**config.mk**
```make
export PLATFORM = sky130hd
export DESIGN_NAME = seg7_scan_driver
export DESIGN_NICKNAME = d
export VERILOG_FILES = /design/src/rtl/seg7_pkg.sv /design/src/rtl/seg7_decode.sv /design/src/rtl/seg7_scan_driver.sv
export SDC_FILE = /design/constraint.sdc
export NUM_CORES = 1
export LEC_CHECK = 0
export ABC_AREA = 1
export CAP_MARGIN = 20
export CORE_UTILIZATION = 56
export CTS_CLUSTER_DIAMETER = 120
export DETAILED_ROUTE_END_ITERATION = 10
export GPL_TIMING_DRIVEN = 0
export MAX_ROUTING_LAYER = met4
export PLACE_DENSITY = 0.77
export SYNTH_ARGS = -nofsm -noshare
export SYNTH_HDL_FRONTEND = slang
export SYNTH_HIERARCHICAL = 1
export SYNTH_SLANG_ARGS = --single-unit
export TNS_END_PERCENT = 10
```
**constraint.sdc**
```tcl
create_clock -name clk -period 2.9 [get_ports clk]
set_clock_uncertainty 0.1 [all_clocks]
set_input_delay 0.58 -clock clk [delete_from_list [all_inputs] [get_ports clk]]
set_output_delay 0.58 -clock clk [all_outputs]
set_load 0.005 [all_outputs]
```
**src/rtl/seg7_pkg.sv**
```systemverilog
// Shared seven-segment codes (active-low, bit 6 = a ... bit 0 = g) for the scan driver.
// The hex letter codes are only consumed when SEG7_HEX_DECODE_EN is defined.
package seg7_pkg;

    typedef logic [6:0] seg_code_t;

    localparam seg_code_t SEG_0     = 7'b0000001;
    localparam seg_code_t SEG_1     = 7'b1001111;
    localparam seg_code_t SEG_2     = 7'b0010010;
    localparam seg_code_t SEG_3     = 7'b0000110;
    localparam seg_code_t SEG_4     = 7'b1001100;
    localparam seg_code_t SEG_5     = 7'b0100100;
    localparam seg_code_t SEG_6     = 7'b1100000;
    localparam seg_code_t SEG_7     = 7'b0001111;
    localparam seg_code_t SEG_8     = 7'b0000000;
    localparam seg_code_t SEG_9     = 7'b0001100;
    localparam seg_code_t SEG_HEX_A = 7'b0001000;
    localparam seg_code_t SEG_HEX_B = 7'b1100000;
    localparam seg_code_t SEG_HEX_C = 7'b0110001;
    localparam seg_code_t SEG_HEX_D = 7'b1000010;
    localparam seg_code_t SEG_HEX_E = 7'b0110000;
    localparam seg_code_t SEG_HEX_F = 7'b0111000;
    localparam seg_code_t SEG_BLANK = 7'b1111111;
    localparam seg_code_t SEG_ERR   = 7'b1001000;

endpackage

```
**src/rtl/seg7_decode.sv**
```systemverilog
// Combinational nibble to active-low segment decoder.
// Nibbles 10..15 show hex letters when SEG7_HEX_DECODE_EN is defined, else the error glyph.
module seg7_decode
    import seg7_pkg::*;
(
    input  logic [3:0] nibble,
    output logic [6:0] seg
);

    always_comb begin
        seg = SEG_ERR;
        case (nibble)
            4'd0:    seg = SEG_0;
            4'd1:    seg = SEG_1;
            4'd2:    seg = SEG_2;
            4'd3:    seg = SEG_3;
            4'd4:    seg = SEG_4;
            4'd5:    seg = SEG_5;
            4'd6:    seg = SEG_6;
            4'd7:    seg = SEG_7;
            4'd8:    seg = SEG_8;
            4'd9:    seg = SEG_9;
`ifdef SEG7_HEX_DECODE_EN
            4'd10:   seg = SEG_HEX_A;
            4'd11:   seg = SEG_HEX_B;
            4'd12:   seg = SEG_HEX_C;
            4'd13:   seg = SEG_HEX_D;
            4'd14:   seg = SEG_HEX_E;
            4'd15:   seg = SEG_HEX_F;
`endif
            default: seg = SEG_ERR;
        endcase
    end

endmodule

```
**src/rtl/seg7_scan_driver.sv**
```systemverilog
// Multiplexed seven-segment scan driver with frame-synchronous double buffering and
// leading-zero blanking. Hex letter decoding is enabled by defining SEG7_HEX_DECODE_EN.
module seg7_scan_driver
    import seg7_pkg::*;
#(
    parameter int NUM_DIGITS  = 4,
    parameter int REFRESH_DIV = 50000
) (
    input  logic                    clk,
    input  logic                    reset,
    input  logic [4*NUM_DIGITS-1:0] digits,
    input  logic [NUM_DIGITS-1:0]   dp_in,
    input  logic                    load,
    input  logic                    lz_en,
    output logic [NUM_DIGITS-1:0]   an,
    output logic [6:0]              seg,
    output logic                    dp,
    output logic                    frame_done
);

    localparam int IDX_W = (NUM_DIGITS > 1) ? $clog2(NUM_DIGITS) : 1;
    localparam int CNT_W = $clog2(REFRESH_DIV);
    localparam logic [CNT_W-1:0] CNT_LAST = CNT_W'(REFRESH_DIV - 1);
    localparam logic [IDX_W-1:0] IDX_LAST = IDX_W'(NUM_DIGITS - 1);

    logic [CNT_W-1:0]        div_cnt_reg, div_cnt_next;
    logic [IDX_W-1:0]        idx_reg, idx_next;
    logic [4*NUM_DIGITS-1:0] pend_digits_reg, disp_digits_reg;
    logic [NUM_DIGITS-1:0]   pend_dp_reg, disp_dp_reg;
    logic                    update_reg, update_next;
    logic [NUM_DIGITS-1:0]   an_reg;
    logic [6:0]              seg_reg, seg_next;
    logic                    dp_reg;
    logic                    frame_done_reg;

    logic                    step;
    logic                    boundary;
    logic [3:0]              disp_nib [NUM_DIGITS];
    logic [NUM_DIGITS:0]     zero_above;
    logic [NUM_DIGITS-1:0]   blank;
    logic [NUM_DIGITS-1:0]   one_hot;
    logic [3:0]              cur_nib;
    logic [6:0]              dec_seg;

    assign step     = (div_cnt_reg == CNT_LAST);
    assign boundary = step && (idx_reg == IDX_LAST);

    // zero_above[i] is set when digit i and every higher digit are zero.
    assign zero_above[NUM_DIGITS] = 1'b1;

    generate
        for (genvar gi = 0; gi < NUM_DIGITS; gi++) begin : g_digit
            assign disp_nib[gi]   = disp_digits_reg[4*gi +: 4];
            assign zero_above[gi] = (disp_nib[gi] == 4'd0) && zero_above[gi+1];
            assign one_hot[gi]    = (idx_reg == IDX_W'(gi));
            if (gi == 0) begin : g_units
                assign blank[gi] = 1'b0;
            end else begin : g_upper
                assign blank[gi] = lz_en && zero_above[gi];
            end
        end
    endgenerate

    assign cur_nib = disp_nib[idx_reg];

    seg7_decode u_decode (
        .nibble (cur_nib),
        .seg    (dec_seg)
    );

    always_comb begin
        div_cnt_next = step ? '0 : div_cnt_reg + CNT_W'(1);
        idx_next     = idx_reg;
        if (step) begin
            idx_next = (idx_reg == IDX_LAST) ? '0 : idx_reg + IDX_W'(1);
        end
        // A load on the boundary cycle keeps the flag set for the following frame.
        update_next  = load || (update_reg && !boundary);
        seg_next     = blank[idx_reg] ? SEG_BLANK : dec_seg;
    end

    always_ff @(posedge clk or posedge reset) begin
        if (reset) begin
            div_cnt_reg     <= '0;
            idx_reg         <= '0;
            pend_digits_reg <= '0;
            pend_dp_reg     <= '0;
            disp_digits_reg <= '0;
            disp_dp_reg     <= '0;
            update_reg      <= 1'b0;
            an_reg          <= '1;
            seg_reg         <= SEG_BLANK;
            dp_reg          <= 1'b1;
            frame_done_reg  <= 1'b0;
        end else begin
            div_cnt_reg <= div_cnt_next;
            idx_reg     <= idx_next;
            update_reg  <= update_next;
            if (load) begin
                pend_digits_reg <= digits;
                pend_dp_reg     <= dp_in;
            end
            // Display only changes at the frame wrap, so a frame never mixes old and new data.
            if (boundary && update_reg) begin
                disp_digits_reg <= pend_digits_reg;
                disp_dp_reg     <= pend_dp_reg;
            end
            an_reg         <= ~one_hot;
            seg_reg        <= seg_next;
            dp_reg         <= ~disp_dp_reg[idx_reg];
            frame_done_reg <= boundary;
        end
    end

    assign an         = an_reg;
    assign seg        = seg_reg;
    assign dp         = dp_reg;
    assign frame_done = frame_done_reg;

endmodule

```
=== Word-level counts from Yosys, hierarchy flattened ===
Memory sizes are Yosys's and may differ from the RTL's.
Index checks and enable logic that the tools add are counted.

* Register bits: 72
* Latch bits: 0
* Memory bits (writable): 0
* ROM bits: 112
* Bits of input ports: 24
* Output and inout bits: 13
* Logic and storage cells: 47
* Memories kept: 1

* $add $sub $neg: 2
* Multiply operators: 0
* Divide/modulo/power cells: 0
* $lt $le $gt $ge: 2
* Equality and inequality tests: 4
* Shift operators: 0
* Mux-type cells: 10
* Bitwise operators: 3
* Reduce and logical (&&, ||, !) cells: 14

{| class="wikitable"
|+ Memories
! name !! depth !! bits a word !! rd ports !! clocked after memory_dff !! wr ports !! line !! RTL
|-
| (no name shown) || 16 || 7 || 1 || 0 || 0 || seg7_decode.sv:12 || <nowiki>case (nibble)</nowiki>
|}

{| class="wikitable"
|+ Operators by type and width
! operator !! number
|-
| $add A16 B1 Y16 const B || 1
|-
| $eq A16 B16 Y1 const B || 1
|-
| $mux W16 || 1
|-
| $logic_not A4 Y1 || 3
|-
| $bmux W4 S2 || 1
|-
| $logic_and A1 B1 Y1 || 8
|-
| $mux W4 || 2
|-
| $mux W7 || 1
|-
| $bmux W1 S2 || 2
|-
| $eq A2 B2 Y1 const B || 2
|-
| $not A4 Y4 || 1
|-
| $ge A3 B3 Y1 const B || 1
|-
| $lt A2 B3 Y1 const B || 1
|-
| $not A2 Y3 || 1
|-
| $add A2 B1 Y2 const B || 1
|-
| $eq A2 B1 Y1 const B || 1
|-
| $logic_not A2 Y1 || 1
|-
| $mux W1 || 2
|-
| $mux W2 || 1
|-
| $logic_not A1 Y1 || 1
|-
| $logic_or A1 B1 Y1 || 1
|-
| $not A1 Y1 || 1
|}

=== Logic depth before layout (Yosys ltp) ===
* Depth after elaboration: 7
* Gate-level depth with buffers: 12
* Depth with buffers taken out: 11

=== Cells and area by module ===
Netlist, hierarchy kept.

{| class="wikitable"
|+ Modules (own cells, without submodules)
! module !! instances !! cells each !! area each (um^2) !! sequential area each (um^2)
|-
| seg7_scan_driver || 1 || 389 || 3,240.6 || 1,816.7
|-
| seg7_decode || 1 || 32 || 195.2 || 0.0
|}

=== Worst setup path before layout ===
OpenSTA, ideal clock, no wires.

* Kind: register -> register
* From: register idx_reg[0]
* To: register seg_reg[3] (netlist: seg[3])
* Setup time: 0.065 ns
* Arrival time: 1.867 ns
* Data required time: 2.735 ns
* Setup slack: 0.868 ns
* Cell stages (with the launch flop): 12
* Buffers on the path: 1
* Clock period less this slack: 2.032 ns
* Cell sequence: dfrtp_1 inv_1 clkbuf_1 o21ai_0 o22ai_1 inv_1 ha_1 inv_1 nand3_1 nand3_1 inv_1 nand2_1

* Word-level cells in the longest chain between the ends: 6
* Elaborated cells on any way between the ends: 8
* Those cells by class: mux (6); bitwise (1); memory (1)

{| class="wikitable"
|+ Ends and longest elaborated chain
! item !! line !! RTL
|-
| start: declaration || seg7_scan_driver.sv:27 || <nowiki>logic [IDX_W-1:0] idx_reg, idx_next;</nowiki>
|-
| start signal: assignment || seg7_scan_driver.sv:97 || <nowiki>idx_reg <= idx_next;</nowiki>
|-
| $not A2 Y3 (implied by the code) || seg7_scan_driver.sv:64 || <nowiki>assign cur_nib = disp_nib[idx_reg];</nowiki>
|-
| $bmux W4 S2 || seg7_scan_driver.sv:64 ||
|-
| $mux W4 (implied by the code) (2 in series) || seg7_scan_driver.sv:64 ||
|-
| via cur_nib[0] || seg7_scan_driver.sv:42 || <nowiki>logic [3:0] cur_nib;</nowiki>
|-
| $mem_v2 Z16 W7 || - ||
|-
| via dec_seg[3] || seg7_scan_driver.sv:43 || <nowiki>logic [6:0] dec_seg;</nowiki>
|-
| $mux W7 || seg7_scan_driver.sv:79 || <nowiki>seg_next = blank[idx_reg] ? SEG_BLANK : dec_seg;</nowiki>
|-
| via seg_next[3] || seg7_scan_driver.sv:32 || <nowiki>logic [6:0] seg_reg, seg_next;</nowiki>
|-
| end signal: assignment || seg7_scan_driver.sv:109 || <nowiki>seg_reg <= seg_next;</nowiki>
|-
| end: declaration || seg7_scan_driver.sv:32 ||
|}

The timed path passes the listed nets, and every way through them passes these cells. The select of a mux whose other input is x is not followed.
A chain may end at the register's enable or synchronous reset.

=== Worst setup path in the final report ===
Same ends and word-level chain as after synthesis.

==> results.tsv <==
metric	value	unit
drv_slew	0	
place_congestion	0.9121	
cpPeakStageDelay	420	ps
synth_area	3436	µm²
dp.cells	532	
grt_pass1_wl	11520	µm
leakagePower	2.050	nW
cp_slowest_cell	dfrtp_1	
maxSlewHeadroom	42.07	%
crit_top_cell	inv_1	
rows	28	
fmax	0.3989	GHz
instances_no_fill	548	
firstDrtPassIters	4	
wl	6645	µm
postSynthCellCount	421	
die_w	80.33	µm
hold_buffers	0	
final_cell_mix	nand2_1, dfrtp_1, nor2_1, inv_1, clkdlybuf4s50_1	
dp_slack	438.5	ps
cts.reportedPaths.clkPinSlew	70	ps
grt_usage	24.15	%
reg2reg_slack	390	ps
whs_endpoint	div_cnt_reg[0]	
die_h	80.33	µm
crit_path_end_kind	register	
fin_crit_sh	86.45	%
core-area	5921	µm²
cts_root_buf	clkbuf_8	
critical_path_buf_inv_count	5	
numCtsBuffers	9	
synth.avg_cell_area	8.161	µm²
mostFrequentLayoutCell	nand2_1	
overflow	0	
whs	367.5	ps
r2r-start	idx_reg[0]	
drt_iter0_drc	154	
wl_per_cell	12.13	µm
hpwlAfterDp	4730	µm
dieArea	6453	µm²
tightest_slew	869.0	ps
maxCapViolCount	0	
hold_path.class	register to register	
min-delay-start	div_cnt_reg[0]	
critical_path_required	3080	ps
ys_warn_count	6	
start_kind	register	
syn_nets	455	
grt_max_degree	73	
r2r-end	seg[3]	
clk_latency	340	ps
synth.distinct_cells	28	
p_per_area	447.3	nW/µm²
clk_path_buf_depth	2	
hold_violations	0	
outcome	complete, no violations	
grt_pass1_vias	2701	
drive_above_1_share	9.725	%
ctsResizeCount	0	
vias	2768	
setup_viol	0	
ys_seq_elements	72	
start_util	58.03	%
ant_nets	0	
nets	502	
port_buffers	36	
post_cts_buffers	0	
viasPerCell	5.051	
drc	0	
area_growth	18.21	%
cp_data_arrival_time	2680	ps
grt_setup_unrepaired	no	
n_antenna_cell	0	
vdd_drop_max	0.0003710	V
final.min_clock_period	2507	ps
setup_tns	0	ps
cp_top_family	buffers and inverters	
hold_path_depth	1	
worstPathCellList	inv_1 > clkbuf_1 > o21ai_0 > o22ai_1 > inv_1 > ha_1 > inv_1 > nand3_1 > nand3_1 > inv_1 > nand2_1	
antenna_found_initial	0	
io-pin-count	37	
htreeDepth	3	
ys_seq_area_share	52.88	%
reg2reg_depth	11	
cts_sinks	72	
cp_max_fo	11	
path_class	register to register	
cts_tree	built	
setup_ws	392.9	ps
how the worst max path moves through the flow:
stage | startpoint | endpoint | slack (ps) | depth (start not counted)
6_report | idx_reg[0] | seg[3] | 390 | 11
5_1_grt | idx_reg[1] | seg[1] | 170 | 10
4_1_cts | idx_reg[0] | seg[3] | 420 | 11
3_5_place_dp | idx_reg[0] | seg[3] | 440 | 11
3_3_place_gp | reset | pend_digits_reg[10] | -730 | 2
2_1_floorplan | reset | disp_digits_reg[0] | 410 | 1
power breakdown:
part	leakage [nW]	switching, mW	internal [mW]
clock network	0.0796	0.355	0.333
logic	1.06	0.0448	0.0398
registers	0.908	0.0147	1.03
total	2.05	0.414	1.40
cells in the mapped netlist:
master / number / area (µm²)
inv_1: 43 / 161.4
xor2_1: 5 / 43.79
nand3b_1: 2 / 15.01
nand2_1: 148 / 555.5
o21ai_1: 1 / 5.000
buf_6: 2 / 22.52
nand3_1: 18 / 90.09
ha_1: 10 / 125.1
buf_2: 5 / 25.02
a32o_1: 1 / 10.01
a21oi_1: 6 / 30.03
nor2_2: 2 / 12.51
nand2_2: 2 / 12.51
nand4_1: 21 / 131.4
nand3_2: 1 / 10.01
nor3_2: 1 / 10.01
nor4_1: 1 / 6.260
clkbuf_4: 2 / 15.01
nor2_1: 43 / 161.4
inv_2: 3 / 11.26
o21ai_0: 16 / 80.08
o21ai_2: 1 / 8.760
dfrtp_1: 60 / 1501
nor3_1: 4 / 20.02
o22ai_1: 3 / 18.77
clkbuf_1: 7 / 26.28
nor2_4: 1 / 11.26
dfstp_2: 12 / 315.3
routing by layer:
| metal | part of all wire (%) | wire [µm] | vias up | global-route usage, % |
|---|---|---|---|---|
| li1 | - | - | 1414 | - |
| met1 | 44 | 2949 | 1255 | 28.05 |
| met2 | 48 | 3213 | 83 | 40.60 |
| met3 | 5.4 | 362 | 16 | 6.818 |
| met4 | 1.8 | 120 | 0 | 7.679 |
| met5 | 0 | 0 | - | - |
final cells by class:
cell class | instances | area (µm²)
multi-input combinational | 287 | 1358
timing repair buffer | 36 | 360.3
sequential | 72 | 1817
clock inverter | 3 | 20.02
clock buffer | 13 | 148.9
inverter | 46 | 175.2
buffer | 16 | 88.84
fill | 499 | 1859
tap | 75 | 93.84
cells by family after synthesis:
kind of cell / Yosys count / share of synthesized area [%]
AO/OA/AOI/OAI: 28 / 4.443
XOR/XNOR: 5 / 1.275
adder cells (fa/ha/maj): 10 / 3.642
buffers and inverters: 62 / 7.611
flip-flops: 72 / 52.88
AND/OR/NAND/NOR: 244 / 30.15
through the flow:
step / power (mW) / utilization [%] / cell area, µm²
after floorplan: 1.101 / - / 3436
after global placement: 1.144 / 65.70 / 3890
after detailed placement: 1.148 / 65.74 / 3892
after CTS: 1.835 / 68.60 / 4061
after global routing: 1.892 / 68.60 / 4061
final: 1.817 / 68.60 / 4061
Power figures use the tool's default switching activity.
